===== config.mk =====
export PLATFORM = sky130hd
export DESIGN_NAME = alu_arbiter
export DESIGN_NICKNAME = d
export VERILOG_FILES = /design/src/rtl/alu_pkg.sv /design/src/rtl/alu_arbiter_alu.sv /design/src/rtl/alu_arbiter.sv
export SDC_FILE = /design/constraint.sdc
export NUM_CORES = 1
export LEC_CHECK = 0
export BUFFER_PORTS_ARGS = -buffer_cell sky130_fd_sc_hd__buf_4
export CAP_MARGIN = 40
export CORE_MARGIN = 10
export CORE_UTILIZATION = 39
export DETAILED_ROUTE_END_ITERATION = 10
export PLACE_DENSITY = 0.55
export REMOVE_ABC_BUFFERS = 1
export SLEW_MARGIN = 25
export SYNTH_ARGS = -nofsm -noshare
export SYNTH_HDL_FRONTEND = slang
export SYNTH_HIERARCHICAL = 1
export SYNTH_SLANG_ARGS = --single-unit

===== constraint.sdc =====
create_clock -name clk -period 11.2 [get_ports clk]
set_clock_uncertainty 0.15 [all_clocks]
set_input_delay 2.24 -clock clk [delete_from_list [all_inputs] [get_ports clk]]
set_output_delay 2.24 -clock clk [all_outputs]
set_load 0.02 [all_outputs]

===== src/rtl/alu_pkg.sv =====
// Shared ALU definitions: opcode encodings, default word width and an
// opcode legality helper used by the ALU and by anything that issues to it.
package alu_pkg;

    localparam int WORD_BITWIDTH_DEF = 32;

    localparam logic [3:0] OP_AND       = 4'b0000;
    localparam logic [3:0] OP_OR        = 4'b0001;
    localparam logic [3:0] OP_ADD       = 4'b0010;
    localparam logic [3:0] OP_XOR       = 4'b0011;
    localparam logic [3:0] OP_SLL       = 4'b0100;
    localparam logic [3:0] OP_SRL       = 4'b0101;
    localparam logic [3:0] OP_SUBTRACT  = 4'b0110;
    localparam logic [3:0] OP_LESS_THAN = 4'b0111;
    localparam logic [3:0] OP_JAL       = 4'b1000;

    // Encodings above JAL are reserved and never reach the ALU datapath.
    function automatic logic is_legal_op(input logic [3:0] op);
        return (op <= OP_JAL);
    endfunction

endpackage


===== src/rtl/alu_arbiter_alu.sv =====
// Shared execute-stage ALU: purely combinational, one operation per call.
// LESS_THAN is an unsigned compare that yields 0 when a<b and 1 otherwise;
// JAL forms a+b and always reports zero so callers can treat it as "taken".
module alu_arbiter_alu
    import alu_pkg::*;
#(
    parameter int WORD_BITWIDTH = WORD_BITWIDTH_DEF
) (
    input  logic [3:0]               operation,
    input  logic [WORD_BITWIDTH-1:0] addend1,
    input  logic [WORD_BITWIDTH-1:0] addend2,
    output logic [WORD_BITWIDTH-1:0] result,
    output logic                     zero
);

    localparam logic [WORD_BITWIDTH-1:0] ONE = {{(WORD_BITWIDTH-1){1'b0}}, 1'b1};

    // Operation decode; shifts use the whole addend2 so amounts >= width give 0.
    always_comb begin
        result = '0;
        case (operation)
            OP_AND:       result = addend1 & addend2;
            OP_OR:        result = addend1 | addend2;
            OP_ADD:       result = addend1 + addend2;
            OP_XOR:       result = addend1 ^ addend2;
            OP_SLL:       result = addend1 << addend2;
            OP_SRL:       result = addend1 >> addend2;
            OP_SUBTRACT:  result = addend1 - addend2;
            OP_LESS_THAN: result = (addend1 < addend2) ? '0 : ONE;
            OP_JAL:       result = addend1 + addend2;
            default:      result = '0;
        endcase
        zero = (operation == OP_JAL) || (result == '0);
    end

endmodule


===== src/rtl/alu_arbiter.sv =====
// Round-robin arbiter sharing one ALU between the main execute path
// (requester 0) and the branch/address path (requester 1). At most one
// request is issued per cycle; each requester owns a one-deep response
// register that holds its result until the requester drains it.
module alu_arbiter
    import alu_pkg::*;
#(
    parameter int WORD_BITWIDTH = WORD_BITWIDTH_DEF,
    parameter int NUM_REQ       = 2
) (
    input  logic                                  clk,
    input  logic                                  rst_n,
    input  logic [NUM_REQ-1:0]                    req_valid,
    output logic [NUM_REQ-1:0]                    req_ready,
    input  logic [NUM_REQ-1:0][3:0]               req_op,
    input  logic [NUM_REQ-1:0][WORD_BITWIDTH-1:0] req_a,
    input  logic [NUM_REQ-1:0][WORD_BITWIDTH-1:0] req_b,
    output logic [NUM_REQ-1:0]                    resp_valid,
    input  logic [NUM_REQ-1:0]                    resp_ready,
    output logic [NUM_REQ-1:0][WORD_BITWIDTH-1:0] resp_result,
    output logic [NUM_REQ-1:0]                    resp_zero,
    output logic [NUM_REQ-1:0]                    resp_illegal
);

    // Response registers and round-robin pointer.
    logic [NUM_REQ-1:0]                    resp_valid_q,   resp_valid_d;
    logic [NUM_REQ-1:0][WORD_BITWIDTH-1:0] resp_result_q,  resp_result_d;
    logic [NUM_REQ-1:0]                    resp_zero_q,    resp_zero_d;
    logic [NUM_REQ-1:0]                    resp_illegal_q, resp_illegal_d;
    logic                                  last_grant_q,   last_grant_d;

    // Arbitration and issue signals.
    logic [NUM_REQ-1:0]       slot_free;
    logic [NUM_REQ-1:0]       eligible;
    logic [NUM_REQ-1:0]       grant;
    logic                     grant_sel;
    logic [3:0]               alu_op;
    logic [WORD_BITWIDTH-1:0] alu_a;
    logic [WORD_BITWIDTH-1:0] alu_b;
    logic [WORD_BITWIDTH-1:0] alu_result;
    logic                     alu_zero;
    logic                     op_illegal;
    logic [WORD_BITWIDTH-1:0] issue_result;
    logic                     issue_zero;

    // Eligibility and round-robin grant; a slot being drained this cycle can
    // be refilled in the same cycle, and nothing is granted while in reset.
    always_comb begin
        slot_free = ~resp_valid_q | resp_ready;
        eligible  = req_valid & slot_free & {NUM_REQ{rst_n}};
        grant     = '0;
        case (eligible)
            2'b01:   grant = 2'b01;
            2'b10:   grant = 2'b10;
            2'b11:   grant = last_grant_q ? 2'b01 : 2'b10;
            default: grant = '0;
        endcase
        grant_sel = grant[1];
    end

    assign req_ready = grant;

    // Operand mux: idles on requester 0 when nothing is granted.
    always_comb begin
        alu_op = req_op[grant_sel];
        alu_a  = req_a[grant_sel];
        alu_b  = req_b[grant_sel];
    end

    alu_arbiter_alu #(
        .WORD_BITWIDTH (WORD_BITWIDTH)
    ) u_alu (
        .operation (alu_op),
        .addend1   (alu_a),
        .addend2   (alu_b),
        .result    (alu_result),
        .zero      (alu_zero)
    );

    // Reserved opcodes bypass the ALU output and report a fixed response.
    always_comb begin
        op_illegal   = !is_legal_op(alu_op);
        issue_result = op_illegal ? '0 : alu_result;
        issue_zero   = op_illegal | alu_zero;
    end

    // Response slot update: load on grant, otherwise clear on drain; the data
    // fields keep their last value after a drain.
    always_comb begin
        resp_valid_d   = resp_valid_q;
        resp_result_d  = resp_result_q;
        resp_zero_d    = resp_zero_q;
        resp_illegal_d = resp_illegal_q;
        last_grant_d   = last_grant_q;
        for (int i = 0; i < NUM_REQ; i++) begin
            if (grant[i]) begin
                resp_valid_d[i]   = 1'b1;
                resp_result_d[i]  = issue_result;
                resp_zero_d[i]    = issue_zero;
                resp_illegal_d[i] = op_illegal;
            end else if (resp_ready[i]) begin
                resp_valid_d[i]   = 1'b0;
            end
        end
        if (grant != '0) begin
            last_grant_d = grant_sel;
        end
    end

    // State registers; last_grant resets to 1 so requester 0 wins the first conflict.
    always_ff @(posedge clk or negedge rst_n) begin
        if (!rst_n) begin
            resp_valid_q   <= '0;
            resp_result_q  <= '0;
            resp_zero_q    <= '0;
            resp_illegal_q <= '0;
            last_grant_q   <= 1'b1;
        end else begin
            resp_valid_q   <= resp_valid_d;
            resp_result_q  <= resp_result_d;
            resp_zero_q    <= resp_zero_d;
            resp_illegal_q <= resp_illegal_d;
            last_grant_q   <= last_grant_d;
        end
    end

    assign resp_valid   = resp_valid_q;
    assign resp_result  = resp_result_q;
    assign resp_zero    = resp_zero_q;
    assign resp_illegal = resp_illegal_q;

endmodule


==> flow_metrics.tcl <==
set metrics [dict create \
    vias 14470 \
    first_pass_iters 6 \
    cts.sinks 71 \
    p_per_area_nw_per_um2 123.8 \
    synth_edf_count 0 \
    synth-main-ff-cell "dfrtp_1" \
    layout_commonest_cell "buf_4" \
    path_clk_slew_ns 0.06 \
    clk_path_buf_depth 2 \
    worstMarginPinSlew_ns 0.9054 \
    clock_latency_ns 0.32 \
    arrival_ns 8.70 \
    max_cap_viol_count 0 \
    cts_buffers 9 \
    cts_hold_buf 0 \
    via_per_inst 6.313 \
    place.gp.congestion 1.019 \
    synth_cell_types 100 \
    yosys_warnings 6 \
    swShare_pct 49.07 \
    status "completed" \
    dieHeight_um 207.5 \
    grt_start_max_net_pins 76 \
    cts_root_buffer "clkbuf_16" \
    holdCritPathClass "flop to flop" \
    switchingPower_uw 958.4 \
    diodes 0 \
    start_util_pct 39.61 \
    layout-area-overhead-vs-synth_pct 15.06 \
    wl_mm 63.07 \
    preCtsSetupSlack_ns 2.461 \
    critical_path_class "primary input to flop" \
    ant_nets 0 \
    combPwrFrac_pct 67.0 \
    synthArstFlopShare_pct 100.0 \
    required_ns 11.31 \
    setup_slack_ns 2.612 \
    synth.avg_cell_area_um2 8.092 \
    routedWlPerCell_um 27.52 \
    final_util_pct 45.57 \
    fin_crit_sh_pct 76.67 \
    grt_pass1_wl_mm 94.83 \
    synth_seq_cells 71 \
    rows 68 \
    ctsResizeCount 0 \
    power_leakage_uw 0.007231 \
    cp-end-kind "flop" \
    setup_viol 0 \
    drive_gt1_share_pct 23.35 \
    pwr-share-seq_pct 19.4 \
    dpl.hpwl_mm 50.54 \
    fmax_mhz 116.4 \
    final_net_count 2073 \
    cp_max_fo 75 \
    ys_seq_area_share_pct 12.96 \
    route.detailed.drc 0 \
    start_kind "primary input" \
    die_area_um2 43070 \
    core_area_um2 34630 \
    first_iter_violations 1290 \
    rsz0062_at_grt "false" \
    post_cts_buffers 0 \
    period_needed_ns 8.588 \
    final_cell_mix "buf_4 (239), nand2_1 (175), inv_1 (171)" \
    grtUsageTotal_pct 27.94 \
    internal_power_uw 994.6 \
    gr-total-overflow 0 \
    cts-htree-levels 3 \
    io_buffers 213 \
    peakVddDrop_uv 142.9 \
    power_frac_clock_pct 13.6 \
    syn_area_um2 13720 \
    fillers 3544 \
    ios 214 \
    maxSlewHeadroom_pct 39.09 \
    die_w_um 207.5 \
    antenna_found_initial 1 \
    cts_tree "done" \
    first_global_vias 14230 \
    syn_inst 1695 \
    finalMaxSlewViolations 0 \
    hold_violations 0 \
    fin_tns_setup_ns 0 \
]
==> power groups by stage <==
stage          registers, uW  logic [uW]  clock network, uW
2_1_floorplan            470         714                  0
3_3_place_gp             382        1280                  0
3_5_place_dp             383        1290                  0
4_1_cts                  380        1290                272
5_1_grt                  390        1410                284
6_report                 378        1310                265
==> flip-flops by register name, summed over array words and instances (netlist names) <==
| name | count |
|---|---|
| last_grant_q | 1 |
| resp_valid | 2 |
| resp_zero | 2 |
| resp_result | 64 |
| resp_illegal | 2 |
==> routing by layer <==
| layer | share of wire, % | track usage (%) | routed length, um | up-vias |
|---|---|---|---|---|
| met2 | 45 | 44.33 | 28510 | 712 |
| met1 | 45 | 38.83 | 28450 | 7113 |
| met3 | 6.5 | 3.099 | 4123 | 91 |
| met5 | 0.021 | 0 | 13 | - |
| met4 | 3.1 | 8.580 | 1970 | 2 |
| li1 | - | - | - | 6551 |
==> through the flow <==
step	std cells	area [um^2]	hold slack, ns	total power [uW]
6_report	2292	15780	0.3667	1953
3_3_place_gp	2270	15460	0.3553	1667
2_1_floorplan	1576	13040	0.3355	1183
5_1_grt	2292	15780	0.3882	2080
3_5_place_dp	2274	15490	0.3600	1670
4_1_cts	2290	15770	0.3684	1944
==> cell type report <==
class / instances / area, um^2 / area share (%)
clock buffers: 13 / 260.3 / 1.649
clock inverters: 3 / 18.77 / 0.1189
flip-flops and latches: 71 / 1778 / 11.27
multi-input cells: 1332 / 10650 / 67.51
repair buffers: 245 / 1852 / 11.73
well taps: 455 / 569.3 / 3.607
inverters: 173 / 649.4 / 4.115
==> critical path: stages <==
cell,delay (ns)
buf_4,0.23
and2_1,0.23
o211ai_4,0.20
buf_12,0.42
mux2_2,0.47
inv_1,0.18
ha_1,0.63
nor3b_1,0.10
nor3_1,0.55
a211oi_1,0.30
o21ai_0,0.48
nand2_1,0.16
a211oi_1,0.50
o211ai_1,0.14
o21a_1,0.28
or4_1,0.49
nor4_1,0.25
nand2_1,0.22
o41ai_1,0.13
nand2b_1,0.16
mux2_2,0.15
==> final timing paths <==
kind                                 startpoint         endpoint  slack, ns  depth (start not counted)
worst min-delay path            resp_result[18]  resp_result[18]       0.37                          2
max in group asynchronous                 rst_n  resp_result[13]       8.30                          2
min in group asynchronous                 rst_n  resp_result[36]       1.68                          1
worst max register to register     last_grant_q     resp_zero[0]       4.17                         20
worst min register to register  resp_result[18]  resp_result[18]       0.37                          2
worst max-delay path                      rst_n     resp_zero[0]       2.61                         21
==> synth_stat cells (all sizes together) (15+ instances only) <==
| cell type | n | share of area, % |
|---|---|---|
| a211oi | 31 | 1.7 |
| a21o | 16 | 0.88 |
| a21oi | 87 | 3.2 |
| a221oi | 25 | 1.6 |
| buf | 63 | 3.4 |
| clkbuf | 56 | 1.5 |
| dfrtp | 70 | 13 |
| ha | 97 | 8.8 |
| inv | 172 | 4.7 |
| mux2 | 97 | 8.7 |
| mux2i | 115 | 8.5 |
| mux4 | 51 | 8.8 |
| nand2 | 175 | 4.8 |
| nand2b | 24 | 1.1 |
| nand3 | 33 | 1.2 |
| nand4 | 19 | 0.87 |
| nor2 | 117 | 3.2 |
| nor3 | 28 | 1.0 |
| nor4 | 23 | 1.1 |
| o211ai | 29 | 1.7 |
| o21ai | 75 | 2.7 |
| o221ai | 17 | 1.1 |
| o22ai | 17 | 0.78 |
| o31ai | 15 | 1.0 |
==> kinds of logic (layout without fill, tap and decap cells) <==
family / count (synthesis) / after routing / share of synthesized area, %
xor gates and xnor gates: 7 / 7 / 0.4470
and+or+nand+nor: 513 / 513 / 18.17
buffers and inverters: 292 / 434 / 9.679
DFF: 71 / 71 / 12.96
adders and majority gates: 99 / 99 / 9.141
AOI/OAI and AO/OA: 450 / 450 / 23.60
muxes: 263 / 263 / 26.00
(Power assumes the default switching activity.)
